`config.mk`:
```
export PLATFORM = sky130hd
export DESIGN_NAME = shift_reg_rx
export DESIGN_NICKNAME = d
export VERILOG_FILES = /design/src/rtl/shift_reg_pkg.sv /design/src/rtl/sr_rx_shifter.sv /design/src/rtl/shift_reg_rx.sv
export SDC_FILE = /design/constraint.sdc
export NUM_CORES = 1
export LEC_CHECK = 0
export ABC_AREA = 1
export BUFFER_PORTS_ARGS = -buffer_cell sky130_fd_sc_hd__buf_4
export CAP_MARGIN = 20
export CELL_PAD_IN_SITES_DETAIL_PLACEMENT = 1
export CELL_PAD_IN_SITES_GLOBAL_PLACEMENT = 2
export CORE_MARGIN = 5
export CORE_UTILIZATION = 30
export DETAILED_ROUTE_END_ITERATION = 6
export HOLD_SLACK_MARGIN = 0.08
export PLACE_DENSITY = 0.75
export SYNTH_ARGS = -nofsm -noshare
export SYNTH_HDL_FRONTEND = slang
export SYNTH_SLANG_ARGS = --single-unit
```
`constraint.sdc`:
```
create_clock -name CLK -period 1.5 [get_ports CLK]
set_clock_uncertainty 0.2 [all_clocks]
set_input_delay 0.15 -clock CLK [delete_from_list [all_inputs] [get_ports CLK]]
set_output_delay 0.15 -clock CLK [all_outputs]
set_load 0.1 [all_outputs]
```
`src/rtl/shift_reg_pkg.sv`:
```
// Shared definitions for the shift-register serial link: receiver FSM states,
// line levels of the frame and the power-counter width.
package shift_reg_pkg;

    typedef enum logic [1:0] {
        ST_IDLE,
        ST_DATA,
        ST_PARITY,
        ST_STOP
    } rx_state_t;

    localparam logic START_BIT  = 1'b1;
    localparam logic STOP_BIT   = 1'b0;
    localparam logic IDLE_LEVEL = 1'b0;

    localparam int PWR_CNT_W = 16;

endpackage

```
`src/rtl/sr_rx_shifter.sv`:
```
// Bidirectional shift buffer of the serial receiver: collects data bits either
// LSB-first (entering at the MSB, shifting right) or MSB-first (entering at the LSB).
module sr_rx_shifter #(
    parameter int WIDTH = 4
) (
    input  logic             i_clk,
    input  logic             i_reset,
    input  logic             i_shiftEn,
    input  logic             i_clear,
    input  logic             i_dir,
    input  logic             i_bit,
    output logic [WIDTH-1:0] o_word
);

    logic [WIDTH-1:0] r_word;
    logic [WIDTH:0]   w_left;
    logic [WIDTH:0]   w_right;

    // Widened concatenations keep both shift directions valid even for WIDTH=1.
    assign w_left  = {r_word, i_bit};
    assign w_right = {i_bit, r_word};

    always_ff @(posedge i_clk) begin
        if (i_reset) begin
            r_word <= '0;
        end else if (i_clear) begin
            r_word <= '0;
        end else if (i_shiftEn) begin
            r_word <= i_dir ? w_left[WIDTH-1:0] : w_right[WIDTH:1];
        end
    end

    assign o_word = r_word;

endmodule

```
`src/rtl/shift_reg_rx.sv`:
```
// Serial receiver for the shifting register: start, WIDTH data bits, even parity, stop.
// Optional VALID rising-edge counter on PWR_CNT when SHIFT_REG_RX_PWR_CNT_EN is defined.
module shift_reg_rx
    import shift_reg_pkg::*;
#(
    parameter int WIDTH = 4,
    parameter int PwrC  = 0
) (
    input  logic                 CLK,
    input  logic                 RESET,
    input  logic                 ENB,
    input  logic                 S_IN,
    input  logic                 DIR,
    input  logic                 ACK,
    output logic [WIDTH-1:0]     Q,
    output logic                 VALID,
    output logic                 PAR_ERR,
    output logic                 FRM_ERR,
    output logic                 OVR,
`ifdef SHIFT_REG_RX_PWR_CNT_EN
    output logic [PWR_CNT_W-1:0] PWR_CNT,
`endif
    output logic                 BUSY
);

    localparam int              CNT_W    = (WIDTH > 1) ? $clog2(WIDTH) : 1;
    localparam logic [CNT_W-1:0] LAST_BIT = CNT_W'(WIDTH - 1);

    rx_state_t        r_state;
    rx_state_t        w_next;
    logic [CNT_W-1:0] r_cnt;
    logic             r_dir;
    logic             r_perr;
    logic [WIDTH-1:0] r_q;
    logic             r_valid;
    logic             r_parErr;
    logic             r_frmErr;
    logic             r_ovr;
    logic             w_shiftEn;
    logic             w_clear;
    logic             w_complete;
    logic             w_load;
    logic             w_drop;
    logic [WIDTH-1:0] w_word;
    logic             w_unused_pwrc;

    // The slot index only matters to the bench that owns the power-counter array.
    assign w_unused_pwrc = (PwrC != 0);

    sr_rx_shifter #(.WIDTH(WIDTH)) u_shifter (
        .i_clk     (CLK),
        .i_reset   (RESET),
        .i_shiftEn (w_shiftEn),
        .i_clear   (w_clear),
        .i_dir     (r_dir),
        .i_bit     (S_IN),
        .o_word    (w_word)
    );

    always_ff @(posedge CLK) begin
        if (RESET) begin
            r_state <= ST_IDLE;
        end else begin
            r_state <= w_next;
        end
    end

    // Nothing advances without ENB, so a stalled frame simply stretches.
    always_comb begin
        w_next     = r_state;
        w_shiftEn  = 1'b0;
        w_clear    = 1'b0;
        w_complete = 1'b0;
        if (ENB) begin
            case (r_state)
                ST_IDLE: begin
                    if (S_IN == START_BIT) begin
                        w_next  = ST_DATA;
                        w_clear = 1'b1;
                    end
                end
                ST_DATA: begin
                    w_shiftEn = 1'b1;
                    if (r_cnt == LAST_BIT) begin
                        w_next = ST_PARITY;
                    end
                end
                ST_PARITY: w_next = ST_STOP;
                ST_STOP: begin
                    w_next     = ST_IDLE;
                    w_complete = 1'b1;
                end
                default: w_next = ST_IDLE;
            endcase
        end
    end

    always_ff @(posedge CLK) begin
        if (RESET) begin
            r_cnt  <= '0;
            r_dir  <= 1'b0;
            r_perr <= 1'b0;
        end else begin
            if (w_clear) begin
                r_cnt <= '0;
                r_dir <= DIR;
            end else if (w_shiftEn) begin
                r_cnt <= (r_cnt == LAST_BIT) ? '0 : r_cnt + 1'b1;
            end
            if (ENB && r_state == ST_PARITY) begin
                r_perr <= ^{w_word, S_IN};
            end
        end
    end

    // A completing frame wins over a plain ACK; a held unacked word forces a drop.
    assign w_load = w_complete && (!r_valid || ACK);
    assign w_drop = w_complete && r_valid && !ACK;

    always_ff @(posedge CLK) begin
        if (RESET) begin
            r_q      <= '0;
            r_valid  <= 1'b0;
            r_parErr <= 1'b0;
            r_frmErr <= 1'b0;
            r_ovr    <= 1'b0;
        end else if (ENB) begin
            if (w_load) begin
                r_q      <= w_word;
                r_parErr <= r_perr;
                r_frmErr <= (S_IN != STOP_BIT);
                r_valid  <= 1'b1;
            end else if (w_drop) begin
                r_ovr <= 1'b1;
            end else if (ACK && r_valid) begin
                r_valid  <= 1'b0;
                r_parErr <= 1'b0;
                r_frmErr <= 1'b0;
                r_ovr    <= 1'b0;
            end
        end
    end

`ifdef SHIFT_REG_RX_PWR_CNT_EN
    logic [PWR_CNT_W-1:0] r_pwrCnt;

    // Counts VALID 0->1 transitions only; loading over a held word keeps VALID high.
    always_ff @(posedge CLK) begin
        if (RESET) begin
            r_pwrCnt <= '0;
        end else if (ENB && w_load && !r_valid && r_pwrCnt != '1) begin
            r_pwrCnt <= r_pwrCnt + 1'b1;
        end
    end

    assign PWR_CNT = r_pwrCnt;
`endif

    assign Q       = r_q;
    assign VALID   = r_valid;
    assign PAR_ERR = r_parErr;
    assign FRM_ERR = r_frmErr;
    assign OVR     = r_ovr;
    assign BUSY    = (r_state != ST_IDLE);

endmodule

```
==> reports/qor.txt, run 1 <==
Run status - finished with violations
Violations in the final reports - negative setup slack
Overall die height - 63.4 um
Number of antenna violations at the first check in global routing - 0
Most frequent cells in the layout - nand2_1 (25), buf_4 (16), dfxtp_1 (15), a21oi_1 (15), inv_1 (9)
Post-route setup TNS - -4.27 ps
Vias in the first global route - 833
Count of cell types in the netlist - 20
Core region area - 0.00273 mm2
CP required - 1150 ps
Wire length of the first global-routing pass - 3750 um
Netlist area before placement - 855 um2
Layout fillers - 343
Worst Setup Start Kind - register
Pwr Density - 989 mW/mm2
Bufs on Longest Clock Path - 2
Sequential share of the synthesized area - 0.422
Die area - 0.00402 mm2
VDD IR-drop max - 0.556 mV
Mean post-synth cell area - 7.43 um2
Instance count of the mapped netlist - 115
GR Util All Layers - 0.118
Via count normalized by instance count - 4.70
Average routed wire per standard cell - 12.5 um
Layout Area Growth over Synthesis - 37.0%
Final Cycle Share - 1.00
Slew at the pin with the worst max-slew slack - 276 ps
Most common cell after layout, fill and taps aside - nand2_1
Vias after detailed routing - 813
Fraction of final layout cells with drive strength greater than 1 - 0.289
First-pass DRT Iterations - 2
Row count - 19
Number of remaining DRC errors - 0
Max cap viols - 0
Instance count after placement with tap cells included - 160
Leakage dissipation - 0.496 nW
Yosys Warn Count - 0
Count of final hold-check violations - 0
Hold WC Path Type - register to register
End-of-flow core utilization - 0.428
Port Buffer Count - 14
Max Clk Rate - 665 MHz
I/O Pins - 15
Clk root buf - clkbuf_4
Layout Cells excl Fill - 173
Crit path max fanout - 4
Number of nets in the layout - 154
Setup violations, final - 1
Kind of critical path - register to output pin
Initial standard-cell utilization of the core - 0.313
Pins over their slew limit - 0
Footprint of the flip-flops and latches - 367 um2
Clock slew at the register clock pins of the worst setup and hold paths - 110 ps
H-Tree Depth - 1
Post-Syn Nets - 126
Worst endpoint data arrival time - 1150 ps
Pin count of the biggest net entering global routing - 11
Seq cells post-synth - 18
Post-layout worst setup margin - -4.27 ps
Worst slew margin relative to its limit - 0.815
EDFF count, synth - 0
Footprint of the multi-input gates - 454 um2
Final RePlAce weighted congestion - 0.744
Worst skew pair latency - 300 ps
Total congestion overflow after global routing - 0
Final WL - 2170 um
Unrepaired setup endpoints after global routing - true
DRT iter0 DRCs - 41
Final worst hold slack - 275 ps
Antenna Violating Nets Remaining - 0
Post-place setup slack - -70.9 ps
Detailed placer's ending HPWL - 1630 um
Top FF cell, synth - dfxtp_1
Horizontal die dimension - 63.4 um
Number of buffers created by CTS - 3
Number of clock sinks - 18
Share of synthesized registers carrying an async set or reset - 0
Post-route minimum period - 1500 ps
Antenna diode count - 0
Kind of end point of the critical path - output pin
Clock tree from TritonCTS - built
## routing by layer
metal	vias up	routed length [um]	track usage
met1	376	1040	0.152
met4	0	17	0.0312
li1	425	-	-
met3	2	90	0.0462
met2	10	1020	0.181
met5	-	0	0
## kinds of logic (layout without fill, tap and decap cells)
| logic type | count (synthesis) | after routing | synth area share |
|---|---|---|---|
| AO/OA/AOI/OAI | 32 | 32 | 0.198 |
| XOR/XNOR | 1 | 1 | 0.0103 |
| adder cells (fa/ha/maj) | 5 | 5 | 0.0732 |
| buffers and inverters | 17 | 44 | 0.0835 |
| flip-flops | 18 | 18 | 0.422 |
| AND/OR/NAND/NOR | 42 | 42 | 0.214 |
## path summary, 6_finish.rpt
path                   start       to  slack (ps)  depth (start not counted)
setup reg to reg  r_state[0]    VALID          80                          5
hold reg to reg      PAR_ERR  PAR_ERR         270                          2
setup / recovery  r_state[0]     BUSY          -4                          4
hold / removal       PAR_ERR  PAR_ERR         270                          2
## final cells by class
class / instances / share of cell area
multi-input cells: 80 / 0.388
flip-flops and latches: 18 / 0.313
clock buffers: 4 / 0.0310
well taps: 31 / 0.0331
inverters: 17 / 0.0641
repair buffers: 23 / 0.171
## where the power goes
part,internal [mW],leakage (nW),switching [mW]
clock network,0.148,0.0210,0.163
registers,0.503,0.148,0.0248
logic,0.122,0.327,0.197
## state kept, by name, summed over array words and instances, names as in the netlist
| signal | flops |
|---|---|
| FRM_ERR | 1 |
| OVR | 1 |
| PAR_ERR | 1 |
| Q | 4 |
| VALID | 1 |
| r_cnt | 2 |
| r_dir | 1 |
| r_perr | 1 |
| r_state | 2 |
| u_shifter.o_word | 4 |
## synthesized netlist by cell type, types with 2 or more instances
cell type,count,share of area
o21ai_1,7,0.041
nand3_1,5,0.029
a21oi_1,16,0.094
clkinv_2,2,0.012
o21ai_0,6,0.035
nand2_1,26,0.11
nand2_2,3,0.022
inv_1,13,0.057
dfxtp_1,18,0.42
ha_1,5,0.073
nor2_1,5,0.022
## through the flow
step	power [mW]	area, um2
2_1_floorplan	0.722	862
3_5_place_dp	0.791	1010
3_3_place_gp	0.784	1010
6_report	1.16	1170
5_1_grt	1.24	1170
4_1_cts	1.17	1150
## repair_timing
item                                    4_1_cts  5_1_grt
pin swaps                                     1        4
hold buffers                                  6        0
hold endpoints to repair                      7        0
gates resized for setup                       9        5
setup buffers                                 3        0
endpoints found under the setup margin        6       14
## critical path, cell delays in order, from the launching register on
cell	delay, ps
dfxtp_2	360
inv_2	80
ha_4	160
clkinvlp_4	90
buf_12	170
(Power assumes the default switching activity.)
==> run 2: changes to the inputs <==
--- a/config.mk
+++ b/config.mk
@@ -6,15 +6,16 @@
 export NUM_CORES = 1
 export LEC_CHECK = 0
 export ABC_AREA = 1
-export BUFFER_PORTS_ARGS = -buffer_cell sky130_fd_sc_hd__buf_4
 export CAP_MARGIN = 20
 export CELL_PAD_IN_SITES_DETAIL_PLACEMENT = 1
 export CELL_PAD_IN_SITES_GLOBAL_PLACEMENT = 2
 export CORE_MARGIN = 5
-export CORE_UTILIZATION = 30
+export CORE_UTILIZATION = 33
+export CTS_CLUSTER_SIZE = 16
 export DETAILED_ROUTE_END_ITERATION = 6
+export DONT_BUFFER_PORTS = 1
 export HOLD_SLACK_MARGIN = 0.08
-export PLACE_DENSITY = 0.75
+export PLACE_DENSITY = 0.73
 export SYNTH_ARGS = -nofsm -noshare
 export SYNTH_HDL_FRONTEND = slang
 export SYNTH_SLANG_ARGS = --single-unit
==> run 2 against run 1 <==
The run now ends clean; maximum frequency rose by 0.39%; register-to-register slack got worse by 20 ps; first-iteration DRC count fell by 37%; combinational power fell by 7.2%; clock power fell by 1%; sequential power barely moved; global-route usage rose by 1.4 points; critical path type unchanged; highest routed layer unchanged.
==> reports/qor.txt, run 2 (synthesis gave the netlist of run 1 again) <==
WHS Path Cells - 2
Horizontal die dimension - 60.9 um
Slew at the pin with the worst max-slew slack - 311 ps
Post-detailed-placement cell area - 980 um2
Worst skew pair latency - 290 ps
Total congestion overflow after global routing - 0
Vias after detailed routing - 794
Detailed placer's ending HPWL - 1590 um
Row count - 18
Register-to-register setup slack - 60 ps
Antenna Violating Nets Remaining - 0
Port Buffer Count - 0
Setup violations, final - 0
First-pass DRT Iterations - 4
Crit path max fanout - 4
Footprint of the multi-input gates - 448 um2
Most common cell after layout, fill and taps aside - nand2_1
Fraction of final layout cells with drive strength greater than 1 - 0.267
Pins over their slew limit - 0
Pwr Density - 1020 mW/mm2
Buf+Inv Stages, Crit Path - 3
Clk root buf - clkbuf_4
Layout fillers - 326
Die area - 0.00371 mm2
Max Clk Rate - 667 MHz
GR Util All Layers - 0.131
End point of the critical path - BUSY
Number of clock sinks - 18
Post-place setup slack - -24.4 ps
Vias in the first global route - 845
Tot Pwr - 1.13 mW
Post-route setup TNS - 0 ps
Max cap viols - 0
End-of-flow core utilization - 0.447
Cells on worst reg2reg path - 5
CP required - 1150 ps
DRT iter0 DRCs - 26
Footprint of the flip-flops and latches - 367 um2
Timing startpoint of the critical path - r_state[0]
R2R Path Start - r_state[1]
I/O Pins - 15
Via count normalized by instance count - 4.81
Worst endpoint data arrival time - 1150 ps
Hold WC Path Type - register to register
Number of remaining DRC errors - 0
Critical path depth in cells - 4
Average routed wire per standard cell - 12.3 um
Final RePlAce weighted congestion - 0.716
Number of buffers created by CTS - 3
Worst path cell trace - inv_2 > ha_4 > clkinvlp_4 > buf_12
Kind of end point of the critical path - output pin
Unrepaired setup endpoints after global routing - true
Most frequent cells in the layout - nand2_1 (25), dfxtp_1 (15), a21oi_1 (15), buf_4 (10), inv_1 (9)
Number of antenna violations at the first check in global routing - 0
R2R Path End - FRM_ERR
Kind of critical path - register to output pin
Post-route minimum period - 1500 ps
Clock tree from TritonCTS - built
Run status - finished clean
Clock slew at the register clock pins of the worst setup and hold paths - 110 ps
Antenna diode count - 0
Crit-path leading delay family - flip-flops
Post-layout worst setup margin - 1.56 ps
Final non-filler cell area - 0.00111 mm2
Worst slew margin relative to its limit - 0.792
Wire length of the first global-routing pass - 3640 um
Number of nets in the layout - 147
VDD IR-drop max - 0.482 mV
Final WL - 2030 um
Final Cycle Share - 0.999
Overall die height - 60.9 um
H-Tree Depth - 1
Critical Path Max Stage Delay - 350 ps
Slowest-stage cell, CP - dfxtp_2
Layout Area Growth over Synthesis - 29.7%
Initial standard-cell utilization of the core - 0.345
Count of final hold-check violations - 0
Bufs on Longest Clock Path - 2
Worst Setup Start Kind - register
Pin count of the biggest net entering global routing - 11
Core region area - 0.00248 mm2
Leakage dissipation - 0.462 nW
==> run 2: cell count changes in the layout (fill, tap and decap cells not counted) <==
cell           change
buf_4              -6
dlygate4sd3_1      -1
ha_2               +1
ha_4               -1
o21ai_1            -1
o21ai_2            +1
==> run 2: tightest hold or removal path, delay by kind of cell, from the launching register on <==
family | cells | cell delay [ps]
AO/OA/AOI/OAI | 1 | 50
flip-flops | 1 | 330
AND/OR/NAND/NOR | 1 | 70
==> run 2: worst min path at each step <==
| stage | start | to | slack (ps) |
|---|---|---|---|
| after floorplan | RESET | VALID | 9 |
| after global placement | RESET | VALID | 10 |
| after detailed placement | RESET | FRM_ERR | 10 |
| after CTS | PAR_ERR | PAR_ERR | 280 |
| after global routing | OVR | OVR | 310 |
| final | PAR_ERR | PAR_ERR | 270 |
==> run 2: per-stage QoR <==
stage                     hold slack [ps]  cells
after floorplan                      9.36    115
after CTS                             280    165
final                                 272    165
after global placement               10.4    154
after global routing                  306    165
after detailed placement             14.0    154
==> run 2: repair_timing <==
action	4_1_cts	5_1_grt
buffers inserted	2	0
endpoints found under the hold margin	18	0
setup endpoints to repair	4	12
resized for setup	6	5
hold buffers	5	0
pin swaps	1	4
==> run 2: final cells by class <==
class,count,share of cell area
repair buffers,16,0.131
clock buffers,4,0.0327
multi-input cells,80,0.404
flip-flops and latches,18,0.331
well taps,30,0.0339
inverters,17,0.0677
==> run 2: layer usage <==
layer / part of all wire / up-vias / global-route usage
met3: 0.033 / 2 / 0.0255
met4: 0.0079 / 0 / 0.0650
met5: 0 / - / 0
met2: 0.46 / 11 / 0.217
li1: - / 417 / -
met1: 0.49 / 364 / 0.163
==> run 2: power by group <==
part / total, mW / internal (mW) / switching (mW)
Combinational: 0.296 / 0.106 / 0.190
Sequential: 0.528 / 0.503 / 0.0245
Clock: 0.307 / 0.148 / 0.159
Total: 1.13 / 0.758 / 0.373
==> run 3: changes to the inputs <==
--- a/config.mk
+++ b/config.mk
@@ -10,12 +10,14 @@
 export CELL_PAD_IN_SITES_DETAIL_PLACEMENT = 1
 export CELL_PAD_IN_SITES_GLOBAL_PLACEMENT = 2
 export CORE_MARGIN = 5
-export CORE_UTILIZATION = 33
+export CORE_UTILIZATION = 36
+export CTS_BUF_LIST = sky130_fd_sc_hd__clkbuf_2 sky130_fd_sc_hd__clkbuf_4 sky130_fd_sc_hd__clkbuf_8
 export CTS_CLUSTER_SIZE = 16
 export DETAILED_ROUTE_END_ITERATION = 6
 export DONT_BUFFER_PORTS = 1
 export HOLD_SLACK_MARGIN = 0.08
-export PLACE_DENSITY = 0.73
+export MAX_ROUTING_LAYER = met4
+export PLACE_DENSITY = 0.78
 export SYNTH_ARGS = -nofsm -noshare
 export SYNTH_HDL_FRONTEND = slang
 export SYNTH_SLANG_ARGS = --single-unit
==> run 3 against run 2 <==
Largest cell class unchanged; largest power group unchanged; the flow now finishes with violations (negative setup slack); sequential power is essentially flat; cell area grew 1.6%; cell count shrank 1.2%; critical path type unchanged; core utilization grew 5.7 points; sequential share of layout area shrank 0.29 points; highest routed layer unchanged.
==> reports/qor.txt, run 3 (synthesis gave the netlist of run 1 again) <==
Bufs on Longest Clock Path - 2
Most common cell after layout, fill and taps aside - nand2_1
VDD IR-drop max - 0.598 mV
Leakage dissipation - 0.466 nW
GR Util All Layers - 0.131
CP required - 1150 ps
Layout fillers - 286
Clock tree from TritonCTS - built
Antenna diode count - 0
I/O Pins - 15
Worst Setup Start Kind - register
Buf+Inv Stages, Crit Path - 3
Final Cycle Share - 1.00
Final worst hold slack - 273 ps
Worst path cell trace - inv_4 > ha_4 > clkinvlp_4 > buf_12
Footprint of the flip-flops and latches - 369 um2
Crit path max fanout - 4
Post-route minimum period - 1500 ps
Pwr Density - 1000 mW/mm2
End-of-flow core utilization - 0.504
Violations in the final reports - negative setup slack
Footprint of the multi-input gates - 448 um2
Number of nets in the layout - 147
Number of remaining DRC errors - 0
Tot Pwr - 1.13 mW
Fraction of final layout cells with drive strength greater than 1 - 0.267
Worst slew margin relative to its limit - 0.796
Worst skew pair latency - 290 ps
Critical Path Max Stage Delay - 380 ps
Hold WC Path Type - register to register
Vias after detailed routing - 798
Initial standard-cell utilization of the core - 0.383
Total congestion overflow after global routing - 0
Die area - 0.00345 mm2
Run status - finished with violations
Pins over their slew limit - 0
Instance count after placement with tap cells included - 152
Final WL - 1920 um
Number of buffers created by CTS - 3
Overall die height - 58.7 um
Crit-path leading delay family - flip-flops
First-pass DRT Iterations - 3
Slew at the pin with the worst max-slew slack - 304 ps
Layout Cells excl Fill - 163
Worst endpoint data arrival time - 1150 ps
Number of clock sinks - 18
Pin count of the biggest net entering global routing - 11
Slowest-stage cell, CP - dfxtp_4
Via count normalized by instance count - 4.90
Clock slew at the register clock pins of the worst setup and hold paths - 110 ps
Max Clk Rate - 666 MHz
Horizontal die dimension - 58.7 um
Setup violations, final - 1
Unrepaired setup endpoints after global routing - true
Wire length of the first global-routing pass - 3400 um
Vias in the first global route - 808
Most frequent cells in the layout - nand2_1 (25), dfxtp_1 (15), a21oi_1 (15), inv_1 (9), buf_4 (9)
Kind of end point of the critical path - output pin
Post-layout worst setup margin - -1.54 ps
Average routed wire per standard cell - 11.8 um
Final RePlAce weighted congestion - 0.729
Max cap viols - 0
H-Tree Depth - 1
Number of antenna violations at the first check in global routing - 0
Detailed placer's ending HPWL - 1520 um
Kind of critical path - register to output pin
Antenna Violating Nets Remaining - 0
Clk root buf - clkbuf_4
DRT iter0 DRCs - 7
Row count - 17
Port Buffer Count - 0
Core region area - 0.00223 mm2
Count of final hold-check violations - 0
Layout Area Growth over Synthesis - 31.8%
Post-place setup slack - 0.0522 ps
[run 3: worst paths after layout]
| check | start | end | slack [ps] | cells after the start |
|---|---|---|---|---|
| setup / recovery | r_state[0] | BUSY | -2 | 4 |
| hold / removal | r_perr | PAR_ERR | 270 | 2 |
| setup reg to reg | r_state[1] | FRM_ERR | 40 | 5 |
| hold reg to reg | r_perr | PAR_ERR | 270 | 2 |
[run 3: area by class of cell]
class | instances | area share
well taps | 28 | 0.0311
flip-flops and latches | 18 | 0.328
clock buffers | 4 | 0.0322
inverters | 17 | 0.0711
repair buffers | 16 | 0.140
multi-input cells | 80 | 0.398
[run 3: worst register-to-register path: stages, from the launching register on]
cell	delay, ps
dfxtp_2	340
buf_4	130
ha_2	180
o211ai_1	300
nand2_1	120
a21oi_2	130
[run 3: metrics by stage]
stage / TNS, ps / instance area [um2]
final: -1.54 / 1130
after global routing: -63.7 / 1130
after floorplan: 0 / 862
after CTS: 0 / 1110
after global placement: 0 / 990
after detailed placement: 0 / 990
[run 3: what timing repair did]
| action | in CTS | in global routing |
|---|---|---|
| endpoints found under the setup margin | 5 | 13 |
| pin swaps | 1 | 5 |
| endpoints found under the hold margin | 18 | 0 |
| gates resized for setup | 6 | 9 |
| hold buffers | 5 | 0 |
| buffers inserted | 2 | 0 |
[run 3: report_power, final]
part / leakage [nW] / internal [mW] / switching (mW)
clock: 0.0210 / 0.148 / 0.155
sequential: 0.148 / 0.504 / 0.0258
combinational: 0.297 / 0.109 / 0.189
total: 0.466 / 0.761 / 0.370
[run 3: routing by layer]
layer	vias up	wire length [um]	track usage
met3	2	96	0.0219
met1	364	913	0.157
met5	-	0	-
met4	0	14	0.0680
met2	11	899	0.210
li1	421	-	-
